$ cat src/rtl/lfu_victim_select.sv
// LFU replacement-victim picker: an invalid way wins at once, otherwise the set's
// usage counters are scanned and the lowest count wins, with ties going to the lowest way.
module lfu_victim_select #(
    parameter int bitsDirect  = 10,
    parameter int sizeCounter = 4,
    parameter int NUM_WAYS    = 4
) (
    input  logic                               clk,
    input  logic                               gen_reset,
    input  logic                               req,
    input  logic [bitsDirect-$clog2(NUM_WAYS)-1:0] req_set,
    input  logic [NUM_WAYS-1:0]                way_valid,
    output logic                               busy,
    output logic                               done,
    output logic [$clog2(NUM_WAYS)-1:0]        victim_way,
    output logic [sizeCounter-1:0]             victim_count,
    output logic                               cnt_read,
    output logic [bitsDirect-1:0]              cnt_adress,
    input  logic [sizeCounter-1:0]             cnt_data
);
    localparam int WAY_BITS = $clog2(NUM_WAYS);
    localparam int SET_BITS = bitsDirect - WAY_BITS;

    localparam logic [1:0] S_IDLE  = 2'd0;
    localparam logic [1:0] S_SCAN  = 2'd1;
    localparam logic [1:0] S_DRAIN = 2'd2;
    localparam logic [1:0] S_DONE  = 2'd3;

    logic [1:0]             state;
    logic [SET_BITS-1:0]    set_q;
    logic [WAY_BITS-1:0]    way_ptr;
    logic [sizeCounter-1:0] best_cnt;
    logic [WAY_BITS-1:0]    best_way;

    logic                   inv_any;
    logic [WAY_BITS-1:0]    inv_way;
    logic                   cand_valid;
    logic [WAY_BITS-1:0]    cand_way;
    logic                   take;
    logic [sizeCounter-1:0] nxt_best_cnt;
    logic [WAY_BITS-1:0]    nxt_best_way;

    // Outputs decode straight from state so a reset drops them without waiting for a clock.
    assign busy       = (state != S_IDLE);
    assign done       = (state == S_DONE);
    assign cnt_read   = (state == S_SCAN);
    assign cnt_adress = (state == S_SCAN) ? {set_q, way_ptr} : '0;

    always_comb begin
        inv_any = 1'b0;
        inv_way = '0;
        for (int i = NUM_WAYS - 1; i >= 0; i--) begin
            if (!way_valid[i]) begin
                inv_any = 1'b1;
                inv_way = WAY_BITS'(i);
            end
        end
    end

    // cnt_data always belongs to the way issued one cycle earlier; in DRAIN way_ptr has wrapped.
    always_comb begin
        cand_valid   = ((state == S_SCAN) && (way_ptr != '0)) || (state == S_DRAIN);
        cand_way     = way_ptr - 1'b1;
        take         = cand_valid && ((cand_way == '0) || (cnt_data < best_cnt));
        nxt_best_cnt = take ? cnt_data : best_cnt;
        nxt_best_way = take ? cand_way : best_way;
    end

    always_ff @(posedge clk or posedge gen_reset) begin
        if (gen_reset) begin
            state        <= S_IDLE;
            set_q        <= '0;
            way_ptr      <= '0;
            best_cnt     <= '0;
            best_way     <= '0;
            victim_way   <= '0;
            victim_count <= '0;
        end else begin
            case (state)
                S_IDLE: begin
                    if (req) begin
                        set_q    <= req_set;
                        way_ptr  <= '0;
                        best_cnt <= '0;
                        best_way <= '0;
                        if (inv_any) begin
                            victim_way   <= inv_way;
                            victim_count <= '0;
                            state        <= S_DONE;
                        end else begin
                            state <= S_SCAN;
                        end
                    end
                end
                S_SCAN: begin
                    best_cnt <= nxt_best_cnt;
                    best_way <= nxt_best_way;
                    way_ptr  <= way_ptr + 1'b1;
                    if (way_ptr == WAY_BITS'(NUM_WAYS - 1)) state <= S_DRAIN;
                end
                S_DRAIN: begin
                    best_cnt     <= nxt_best_cnt;
                    best_way     <= nxt_best_way;
                    victim_way   <= nxt_best_way;
                    victim_count <= nxt_best_cnt;
                    state        <= S_DONE;
                end
                default: state <= S_IDLE;
            endcase
        end
    end
endmodule

$ cat config.mk
export PLATFORM = sky130hd
export DESIGN_NAME = lfu_victim_select
export DESIGN_NICKNAME = d
export VERILOG_FILES = /design/src/rtl/lfu_victim_select.sv
export SDC_FILE = /design/constraint.sdc
export NUM_CORES = 1
export LEC_CHECK = 0
export CAP_MARGIN = 20
export CORE_AREA = 5 5 59 61
export CTS_CLUSTER_SIZE = 28
export DETAILED_ROUTE_END_ITERATION = 6
export DIE_AREA = 0 0 64 66
export HOLD_SLACK_MARGIN = 0.15
export PLACE_DENSITY_LB_ADDON = 0.2
export SLEW_MARGIN = 20
export SYNTH_ARGS = -nofsm -noshare
export SYNTH_HDL_FRONTEND = slang
export SYNTH_SLANG_ARGS = --single-unit
$ cat constraint.sdc
create_clock -name clk -period 3.46 [get_ports clk]
set_input_delay 0.346 -clock clk [delete_from_list [all_inputs] [get_ports clk]]
set_output_delay 0.346 -clock clk [all_outputs]
set_load 0.03 [all_outputs]
-- Word level (Yosys, flattened, before mapping)
Cells that the tools add are included.
- multiplexer cells: 26
- reductions and logical operators: 17
- add/sub/neg operators: 2
- order comparisons: 1
- equality and inequality tests: 7
- operators with widths (kind ; number):
    2-to-1 mux 2 bit ; 11
    2-to-1 mux 4 bit ; 4
    one-hot mux 4 bit (2 select lines) ; 2
    one-hot mux 2 bit (2 select lines) ; 3
    2-to-1 mux 10 bit ; 1
    nonzero test 2 bit ; 5
    AND reduction 2 bit ; 4
    equality test 2 bit, second input constant ; 3
    one-hot mux 2 bit (3 select lines) ; 1
    zero test 2 bit ; 2
    less-than comparator 4 bit ; 1
    2-to-1 mux 1 bit ; 4
    != test 2 bit, second input constant ; 2
    AND reduction 3 bit ; 1
    adder 2 x 1 -> 2 bit, second input constant ; 1
    equality test 2 x 1 -> 1 bit, second input constant ; 1
    logical AND 1 bit ; 2
    logical OR 1 bit ; 2
    != test 2 x 1 -> 1 bit, second input constant ; 1
    OR reduction 2 bit ; 1
    subtractor 2 x 1 -> 2 bit, second input constant ; 1
- bits of input ports: 19
- word-level logic and storage cells: 60
- register bits: 24
- output and inout bits: 19

-- Logic depth before layout (Yosys ltp)
Gate-level depths: netlist (run 1).
- depth after elaboration: 7
- mapped depth: 9

-- Worst setup path after synthesis (run 1)
No wires, ideal clock.
- path type: reg-to-reg
- start point: register state[0]
- end point: register best_cnt[0]
- path buffers: 2
- cell stages (with the launch flop): 10
- path slack: 1616 ps
- arrival time: 1722 ps
- data required time: 3337 ps
- period minus slack after synthesis: 1844 ps
- path through: dfrtp_1 > inv_1 > ha_1 > buf_2 > inv_1 > nor2_1 > or3_1 > buf_1 > nand2_1 > mux2i_1
- word-level cells in the longest chain between the ends: 6
- elaborated cells on any way between the ends: 12
- ends and longest elaborated chain (what ; RTL line ; source):
    from (decl) ; 29 ; logic [1:0] state;
    from (signal assigned) ; 71 ; state <= S_IDLE;
    from (signal assigned) ; 89 ; state <= S_DONE;
    from (signal assigned) ; 91 ; state <= S_SCAN;
    equality test 2 x 1 -> 1 bit ; 62, 79 ;
    logical AND 1 bit ; 62 ; cand_valid = ((state == S_SCAN) && (way_ptr != '0)) || (state == S_DRAIN);
    logical OR 1 bit ; 62 ;
    logical AND 1 bit ; 64 ; take = cand_valid && ((cand_way == '0) || (cnt_data < best_cnt));
    2-to-1 mux 4 bit ; 65 ; nxt_best_cnt = take ? cnt_data : best_cnt;
    one-hot mux 4 bit (2 select lines) ; 79 ; case (state)
    to (signal assigned) ; 96 ; best_cnt <= nxt_best_cnt;
    to (signal assigned) ; 102 ; best_cnt <= nxt_best_cnt;
    to (decl) ; 32 ; logic [sizeCounter-1:0] best_cnt;
Parallel ways exist; a longest one is shown, timed or not.
A chain may end at the register's enable or synchronous reset.

-- Final worst setup path (run 1)
- start point: register state[1]
- end point: output port cnt_adress[4]
- word-level cells in the longest chain between the ends: 2
- ends and longest elaborated chain (what ; RTL line ; source):
    equality test 2 x 1 -> 1 bit ; 47 ; assign cnt_adress = (state == S_SCAN) ? {set_q, way_ptr} : '0;
    2-to-1 mux 10 bit ; 47 ;
    to (decl) ; 18 ; output logic [bitsDirect-1:0] cnt_adress,
No other way between the ends.

==> impl_metrics.py, run 1 <==
metrics = {
    "outcome": {
        "run_status": "finished clean",
    },
    "logic_synthesis": {
        "post_synth_inst_count": 145,
        "yosysWarningCount": 0,
        "share_of_synthesized_area_occupied_by_flip_flops_and_latches_pct": 42.4,
        "synth_cell_types": 29,
        "synth_largest_area_cell": "dfrtp_1",
        "yosys_register_bits": 24,
        "yosys-top-cells-area": "dfrtp_1, ha_1, mux2i_1, mux2_2, nand2_1",
        "post-synth-top-area-fraction_pct": 42.4,
        "synth_nets": 174,
        "syn-cell-area_mm2": 0.00142,
        "syn_area_per_cell_um2": 9.78,
    },
    "clocking": {
        "cts-htree-levels": 1,
        "cts_buffer_depth": 2,
        "post_cts.repair.setup_buffers": 0,
        "cts_tree": "built",
        "cts_hold_buffers": 0,
        "clock_sink_count": 24,
        "cts_inserted_buffers": 3,
        "clk_root_buffer_cell": "clkbuf_4",
        "worst_setup_hold_path_clk_slew_ns": 0.13,
        "post_cts.resized_instances": 0,
        "clk_latency_ns": 0.31,
    },
    "setup_path": {
        "r2r.worst_path.cells": 7,
        "critical_path.slowest_cell": "clkdlybuf4s50_1",
        "worst_setup_path_start_kind": "flop",
        "critical_path.n_buffers_inverters": 2,
        "worstSetupEndpointType": "primary output",
        "maximum_fanout_along_the_worst_path": 16,
        "critPathArrivalTime_ns": 2.15,
        "crit_path_max_incr_delay_ns": 0.68,
        "critical_path.reg2reg.endpoint": "victim_way[1]",
        "worstSetupEndpoint": "cnt_adress[4]",
        "critical_path_cell_sequence": "inv_1, ha_1, and2_1, clkdlybuf4s50_1",
        "worst-endpoint-required_ns": 3.11,
        "path_depth": 4,
        "timing.critical_path.max_delay_family": "buffers and inverters",
        "regToRegSetupSlack_ns": 1.38,
        "startpoint": "state[1]",
        "rr_startpoint": "state[0]",
        "timing.setup.critical_path_class": "flop to primary output",
    },
    "route": {
        "drc_violations_left": 0,
        "post_drt_wl_per_cell_um": 14.9,
        "initialDrtViolationCount": 49,
        "number_of_nets_with_antenna_violations_after_detailed_routing": 0,
        "drt_wl_total_mm": 3.17,
        "detail_route.vias_per_cell": 5.43,
        "drtPass1Iterations": 4,
        "routed-via-count": 1151,
    },
    "timing": {
        "min_period_ns": 2.49,
        "setup_violations": 0,
        "timing_max_transition_violations_final": 0,
        "finalSetupTns_ns": 0,
        "timing.fmax_mhz": 401,
        "timing.final.hold_violations": 0,
        "final_critical_path_setup_slack_ns": 0.969,
        "max_slew_margin_pct": 38.7,
        "hold_ws_ns": 0.493,
        "post-route-period-util_pct": 72.0,
        "rsz0062_at_grt": "false",
        "finClkSkew_ns": 0.00309,
        "max_slew.worst_pin.slew_ns": 0.918,
    },
    "grt": {
        "gr-total-overflow": 0,
        "wire_length_of_the_first_global_routing_pass_mm": 5.49,
        "initial_antenna_violation_count": 0,
        "first_global_vias": 1248,
        "globalRouteTotalUtil_pct": 16.2,
        "grt_start_max_net_pins": 25,
    },
    "cells_and_area": {
        "finish.net_count": 210,
        "synthToLayoutAreaGrowth_pct": 28.3,
        "multi_input_area_um2": 743,
        "drive_gt1_share_pct": 7.26,
        "final_design_area_no_fill_mm2": 0.00182,
        "regArea_um2": 601,
        "antenna_cells": 0,
        "stdcell_count": 212,
        "fillCellCount": 257,
    },
    "hold_path": {
        "min-delay-path-class": "flop to flop",
    },
    "floorplan": {
        "core_area_mm2": 0.00293,
        "initial_utilization_pct": 48.4,
        "design.die.area_mm2": 0.00422,
        "die_width_um": 64,
        "floorplan.io_pins": 38,
        "std_cell_rows": 20,
        "die_y_um": 66,
    },
    "power_and_ir_drop": {
        "irDropWorstVdd_mv": 0.524,
        "power_density_mw_per_mm2": 871,
        "leakagePower_nw": 0.794,
    },
    "placement": {
        "place.detailed.instances": 209,
        "detailed_place_hpwl_mm": 2.50,
        "placed_area_mm2": 0.00180,
        "detailedPlace.worstSlack_ns": 0.962,
        "count_of_input_and_output_buffers": 37,
        "gpl.final_weighted_congestion": 0.786,
    },
    "job": {
        "cap_viol_max_count": 0,
    },
}
-- report_power, final --
group	switching (mW)	total, mW	internal (mW)
combinational	0.560	0.982	0.422
clock	0.0804	0.121	0.0407
sequential	0.0770	0.481	0.404
-- cells in the final DEF (no fill, tap or decap), types with 2 or more instances in the layout --
cell type and count:
nor2_1 4, clkbuf_4 3, a21oi_1 7, and2_1 11
nand2_1 22, mux2_2 8, mux2i_1 12, o21ai_0 10
dfrtp_1 24, nor2b_1 2, nand2b_1 3, inv_1 11
nand3_1 2, ha_1 10, o21bai_1 2, clkdlybuf4s50_1 37
-- logic make-up after synthesis --
family	Yosys count	share of synthesized area, %
adders and majority gates	10	8.83
buffers and inverters	17	5.21
muxes	20	14.8
and+or+nand+nor	48	16.8
AOI/OAI and AO/OA	26	12.0
DFF	24	42.4
-- worst min-delay path, cell delays in order, from the launching register on --
cell and delay, ns:
dfrtp_1 0.36, nand2_1 0.05, o21ai_0 0.06
-- through the flow --
stage	util, %	power, mW
finish	62.1	1.58
global route	62.1	1.72
CTS	62.1	1.60
detailed placement	61.4	1.47
global placement	61.4	1.43
floorplan	-	1.19
-- worst min-delay path by stage --
stage | depth (start not counted) | to | from
3_5_place_dp | 2 | victim_count[0] | victim_count[0]
5_1_grt | 1 | set_q[0] | set_q[0]
3_3_place_gp | 2 | victim_count[1] | victim_count[1]
4_1_cts | 2 | victim_count[0] | victim_count[0]
2_1_floorplan | 1 | best_cnt[0] | gen_reset
6_report | 2 | victim_count[0] | victim_count[0]
-- per-layer routing --
layer / part of all wire, % / up-vias / global-route usage [%]
met5: 0 / - / 0
met4: 0.60 / 0 / 5.71
met3: 6.0 / 2 / 3.23
met2: 50 / 36 / 29.9
met1: 43 / 550 / 18.3
li1: - / 563 / -
-- state kept, by name, indices dropped and copies added (netlist names) --
register      count
victim_way        2
best_cnt          4
best_way          2
set_q             8
way_ptr           2
victim_count      4
state             2
-- cell usage after synthesis (all sizes together) --
master and instances:
a311oi 1, nand4 1, buf 4, nand3 2
nor3b 1, dfrtp 24, nor2 4, a31oi 1
clkbuf 2, a21oi 7, o21ai 10, o31ai 2
ha 10, mux2i 12, nor2b 2, a211oi 1
mux2 8, inv 11, o21bai 2, nand2b 3
nand2 22, nor3 1, or3 1, a32o 1
and2 11, o41ai 1
-- layout make-up --
type                       instances  share of cell area, %
tap                               33                   2.27
clock buffer                       3                   1.24
multi-input combinational        104                   40.9
timing repair buffer              37                   20.4
inverter                          11                   2.27
sequential                        24                   33.0
(Power assumes the default switching activity.)
==> inputs of run 2 (changes only) <==
Settings changed: CORE_AREA 5 5 59 61 to 5 5 64 66, DIE_AREA 0 0 64 66 to 0 0 69 71.
Clock period 3.46 ns to 2.2 ns, I/O delays scaled along.
==> run 2 against run 1 <==
Hold slack got worse by 0.27 ns. Critical path depth is the same. First-iteration DRC count grew 78%. Highest routed layer unchanged. Sequential share of layout area is 1.2 points lower. Die area up 16%. Clock power rose to 2.7 times the previous value. Cell count rose by 9.4%. Count of clock-buffer cells in the layout did not move. Worst setup slack got worse by 0.84 ns. Clock skew increased by 0.0042 ns.
==> impl_metrics.py, run 2 (same netlist as run 1, synthesis figures left out) <==
metrics = {
    "outcome": {
        "run_status": "finished clean",
    },
    "cells_and_area": {
        "largestRegisters": "set_q: 8 flops, best_cnt: 4 flops, victim_count: 4 flops",
        "synthToLayoutAreaGrowth_pct": 33.0,
        "finish.net_count": 214,
        "antenna_cells": 0,
        "drive_gt1_share_pct": 10.3,
        "top_register": "set_q",
        "highest_count_cells_in_the_layout_ignoring_fill_and_taps": "clkdlybuf4s50_1, dfrtp_1, nand2_1, mux2i_1",
        "final_util_pct": 53.5,
        "final_design_area_no_fill_mm2": 0.00189,
        "fillCellCount": 356,
        "largest_register_ffs": 8,
        "stdcell_count": 232,
        "layout_commonest_cell": "clkdlybuf4s50_1",
    },
    "setup_path": {
        "r2r.worst_path.cells": 7,
        "maximum_fanout_along_the_worst_path": 16,
        "critical_path.n_buffers_inverters": 3,
        "worstSetupEndpointType": "primary output",
        "critical_path.reg2reg.endpoint": "best_way[1]",
        "rr_startpoint": "state[0]",
        "critPathArrivalTime_ns": 1.85,
        "timing.setup.critical_path_class": "flop to primary output",
        "crit_path_max_incr_delay_ns": 0.69,
        "critical_path.slowest_cell": "clkdlybuf4s50_1",
        "worst_setup_path_start_kind": "flop",
        "timing.critical_path.max_delay_family": "buffers and inverters",
        "critical_path_cell_sequence": "inv_1, ha_1, buf_4, clkdlybuf4s50_1",
        "worst-endpoint-required_ns": 1.98,
        "regToRegSetupSlack_ns": 0.27,
    },
    "power_and_ir_drop": {
        "internal_power_mw": 1.47,
        "leakagePower_nw": 0.872,
        "post-layout-total-power_mw": 2.62,
        "power_density_mw_per_mm2": 1390,
        "net_switching_power_mw": 1.15,
        "seqPwrFrac_pct": 28.9,
        "irDropWorstVdd_mv": 0.572,
        "sw_frac_of_total_pct": 43.7,
        "p_comb_share_pct": 58.8,
        "pwr-share-clk_pct": 12.3,
    },
    "clocking": {
        "clock_sink_count": 24,
        "cts_buffer_depth": 2,
        "clk_latency_ns": 0.32,
        "worst_setup_hold_path_clk_slew_ns": 0.14,
        "clk_root_buffer_cell": "clkbuf_4",
        "cts_inserted_buffers": 3,
        "cts_tree": "built",
        "cts-htree-levels": 1,
    },
    "timing": {
        "max_slew_margin_pct": 71.6,
        "finClkSkew_ns": 0.00726,
        "max_slew.worst_pin.slew_ns": 0.424,
        "final_critical_path_setup_slack_ns": 0.131,
        "timing_max_transition_violations_final": 0,
        "hold_ws_ns": 0.222,
        "timing.final.hold_violations": 0,
        "setup_violations": 0,
        "post-route-period-util_pct": 94.1,
        "min_period_ns": 2.07,
        "timing.fmax_mhz": 483,
        "finalSetupTns_ns": 0,
        "rsz0062_at_grt": "false",
    },
    "route": {
        "post_drt_wl_per_cell_um": 13.4,
        "drc_violations_left": 0,
        "detail_route.vias_per_cell": 4.91,
        "routed-via-count": 1138,
        "drtPass1Iterations": 4,
        "initialDrtViolationCount": 87,
        "number_of_nets_with_antenna_violations_after_detailed_routing": 0,
        "drt_wl_total_mm": 3.10,
    },
    "grt": {
        "gr-total-overflow": 0,
        "grt_start_max_net_pins": 25,
        "wire_length_of_the_first_global_routing_pass_mm": 5.37,
        "first_global_vias": 1172,
        "globalRouteTotalUtil_pct": 13.2,
        "initial_antenna_violation_count": 0,
    },
    "floorplan": {
        "std_cell_rows": 22,
        "die_width_um": 69,
        "die_y_um": 71,
        "core_area_mm2": 0.00352,
        "floorplan.io_pins": 38,
        "initial_utilization_pct": 40.2,
        "design.die.area_mm2": 0.00490,
    },
    "placement": {
        "detailed_place_hpwl_mm": 2.46,
        "place.detailed.instances": 228,
        "count_of_input_and_output_buffers": 37,
        "gpl.final_weighted_congestion": 0.805,
        "detailedPlace.worstSlack_ns": 0.0739,
        "placed_area_mm2": 0.00185,
    },
    "hold_path": {
        "min-delay-path-class": "primary input to asynchronous set/reset pin",
    },
    "job": {
        "cap_viol_max_count": 0,
    },
}
[run 2: cell types whose count changed in the layout (fill, tap and decap cells not counted)]
cell and delta:
clkdlybuf4s50_1 -11, bufinv_16 +1, buf_4 +4, and2_1 -1
dlygate4sd2_1 +11, and2_2 +1
[run 2: routing by layer]
metal | GRT usage (%) | wire length, µm | share of wire [%] | up-vias
li1 | - | - | - | 570
met1 | 17.3 | 1460 | 47 | 538
met2 | 21.4 | 1460 | 47 | 25
met3 | 2.98 | 145 | 4.7 | 5
met4 | 4.56 | 44 | 1.4 | 0
met5 | 0 | 0 | 0 | -
[run 2: power groups by stage]
stage | sequential [mW] | combinational [mW] | clock (mW)
floorplan | 0.812 | 1.06 | 0
global placement | 0.752 | 1.56 | 0
detailed placement | 0.773 | 1.59 | 0
CTS | 0.760 | 1.55 | 0.328
global route | 0.787 | 1.70 | 0.353
finish | 0.758 | 1.54 | 0.322
[run 2: worst max path at each step]
stage	start	endpoint	slack, ns	depth (start not counted)
2_1_floorplan	state[0]	best_cnt[0]	0.36	9
3_3_place_gp	cnt_data[1]	victim_way[1]	0.17	8
3_5_place_dp	cnt_data[1]	best_way[1]	0.07	7
4_1_cts	state[1]	cnt_read	0.11	4
5_1_grt	state[1]	cnt_read	0.02	4
6_report	state[1]	cnt_read	0.13	4
[run 2: cell type report]
type	instances	area (µm²)	share of cell area, %
multi-input combinational	104	744	39.5
clock buffer	3	22.5	1.19
clock inverter	1	30.0	1.59
timing repair buffer	41	387	20.5
sequential	24	601	31.9
tap	48	60.1	3.19
inverter	11	41.3	2.19
[run 2: worst min-delay path, stage by stage]
cell,delay [ns]
clkdlybuf4s50_1,0.40
inv_1,0.05
buf_4,0.29
[run 2: timing repair]
item                                    4_1_cts  5_1_grt
endpoints found under the setup margin       11        3
hold buffers                                  0        0
pin swaps                                     0        0
setup buffers                                 0        0
resized for setup                            11        1
hold endpoints to repair                      0        0
==> inputs of run 3 (changes only) <==
Settings changed: HOLD_SLACK_MARGIN 0.15 to 0.12, RECOVER_POWER from default to 25.
==> run 3 against run 2 <==
Routed wire length about the same. Non-clock buffer count stayed put. Maximum frequency unchanged. Hold slack improved by 0.27 ns. Critical endpoint unchanged. First-iteration DRC count stayed put. Clock power hardly changed.
==> impl_metrics.py, run 3 (same netlist as run 1, synthesis figures left out) <==
metrics = {
    "outcome": {
        "run_status": "finished clean",
    },
    "route": {
        "drt_wl_total_mm": 3.11,
        "drc_violations_left": 0,
        "post_drt_wl_per_cell_um": 13.4,
        "routed-via-count": 1138,
        "number_of_nets_with_antenna_violations_after_detailed_routing": 0,
        "drtPass1Iterations": 4,
        "initialDrtViolationCount": 87,
        "detail_route.vias_per_cell": 4.91,
    },
    "cells_and_area": {
        "multi_input_area_um2": 744,
        "synthToLayoutAreaGrowth_pct": 32.7,
        "largest_register_ffs": 8,
        "fillCellCount": 358,
        "finish.net_count": 214,
        "drive_gt1_share_pct": 9.78,
        "antenna_cells": 0,
        "top_register": "set_q",
        "layout_commonest_cell": "clkdlybuf4s50_1",
        "largestRegisters": "set_q: 8 flops, best_cnt: 4 flops, victim_count: 4 flops",
        "final_util_pct": 53.4,
        "regArea_um2": 601,
        "highest_count_cells_in_the_layout_ignoring_fill_and_taps": "clkdlybuf4s50_1, dfrtp_1, nand2_1, mux2i_1",
        "final_design_area_no_fill_mm2": 0.00188,
    },
    "hold_path": {
        "min-delay-path-class": "primary input to flop",
        "hold_start": "req_set[6]",
    },
    "job": {
        "cap_viol_max_count": 0,
    },
    "setup_path": {
        "timing.setup.critical_path_class": "flop to primary output",
        "maximum_fanout_along_the_worst_path": 16,
        "startpoint": "state[1]",
        "critPathArrivalTime_ns": 1.85,
        "worst-endpoint-required_ns": 1.98,
        "worst_setup_path_start_kind": "flop",
        "worstSetupEndpointType": "primary output",
        "rr_startpoint": "state[0]",
    },
    "clocking": {
        "clock_sink_count": 24,
        "clk_root_buffer_cell": "clkbuf_4",
        "cts_inserted_buffers": 3,
        "worst_setup_hold_path_clk_slew_ns": 0.14,
        "post_cts.resized_instances": 11,
        "cts-htree-levels": 1,
        "cts_buffer_depth": 2,
        "cts_tree": "built",
        "cts_hold_buffers": 0,
        "clk_latency_ns": 0.32,
        "post_cts.repair.setup_buffers": 0,
    },
    "timing": {
        "rsz0062_at_grt": "false",
        "min_period_ns": 2.07,
        "finClkSkew_ns": 0.00726,
        "finalSetupTns_ns": 0,
        "max_slew_margin_pct": 15.0,
        "post-route-period-util_pct": 94.1,
        "max_slew.worst_pin.slew_ns": 1.28,
        "setup_violations": 0,
        "hold_ws_ns": 0.494,
        "timing.final.hold_violations": 0,
        "final_critical_path_setup_slack_ns": 0.131,
        "timing.fmax_mhz": 483,
        "timing_max_transition_violations_final": 0,
    },
    "grt": {
        "gr-total-overflow": 0,
        "grt_start_max_net_pins": 25,
        "initial_antenna_violation_count": 0,
        "first_global_vias": 1172,
        "wire_length_of_the_first_global_routing_pass_mm": 5.37,
        "globalRouteTotalUtil_pct": 13.2,
    },
    "floorplan": {
        "die_y_um": 71,
        "std_cell_rows": 22,
        "floorplan.io_pins": 38,
        "initial_utilization_pct": 40.2,
        "die_width_um": 69,
        "core_area_mm2": 0.00352,
        "design.die.area_mm2": 0.00490,
    },
    "placement": {
        "placed_area_mm2": 0.00185,
        "gpl.final_weighted_congestion": 0.805,
        "count_of_input_and_output_buffers": 37,
        "detailed_place_hpwl_mm": 2.46,
        "detailedPlace.worstSlack_ns": 0.0739,
    },
    "power_and_ir_drop": {
        "leakagePower_nw": 0.869,
        "power_density_mw_per_mm2": 1390,
        "irDropWorstVdd_mv": 0.572,
    },
}
## run 3: area by class of cell
class	count	area share, %
timing repair buffer	41	20.3
clock inverter	1	1.60
inverter	11	2.19
tap	48	3.19
multi-input combinational	104	39.6
sequential	24	31.9
clock buffer	3	1.20
## run 3: metal layers
layer,part of all wire [%],vias up,track usage (%)
met5,0,-,0
met4,1.4,0,4.56
met3,4.7,5,2.98
met2,47,25,21.4
met1,47,538,17.3
li1,-,570,-
## run 3: worst max-delay path, stage by stage, from the launching register on
cell and delay, ns:
dfrtp_1 0.43, inv_1 0.09, ha_1 0.14, buf_4 0.18, clkdlybuf4s50_1 0.69
## run 3: final timing paths
path	cells after the start	slack, ns	to
max reg2reg	7	0.27	best_way[1]
min reg2reg	2	0.50	victim_count[1]
max in group asynchronous	3	0.71	set_q[7]
min in group asynchronous	3	0.73	best_cnt[1]
max	4	0.13	cnt_read
min	2	0.49	set_q[6]
## run 3: power by group
part / internal (mW) / switching (mW)
combinational: 0.653 / 0.887
sequential: 0.636 / 0.122
clock: 0.184 / 0.138
## run 3: per-stage QoR
| stage | cells | power (mW) |
|---|---|---|
| floorplan | 145 | 1.87 |
| global placement | 228 | 2.31 |
| detailed placement | 228 | 2.36 |
| CTS | 232 | 2.64 |
| global route | 232 | 2.84 |
| finish | 232 | 2.62 |
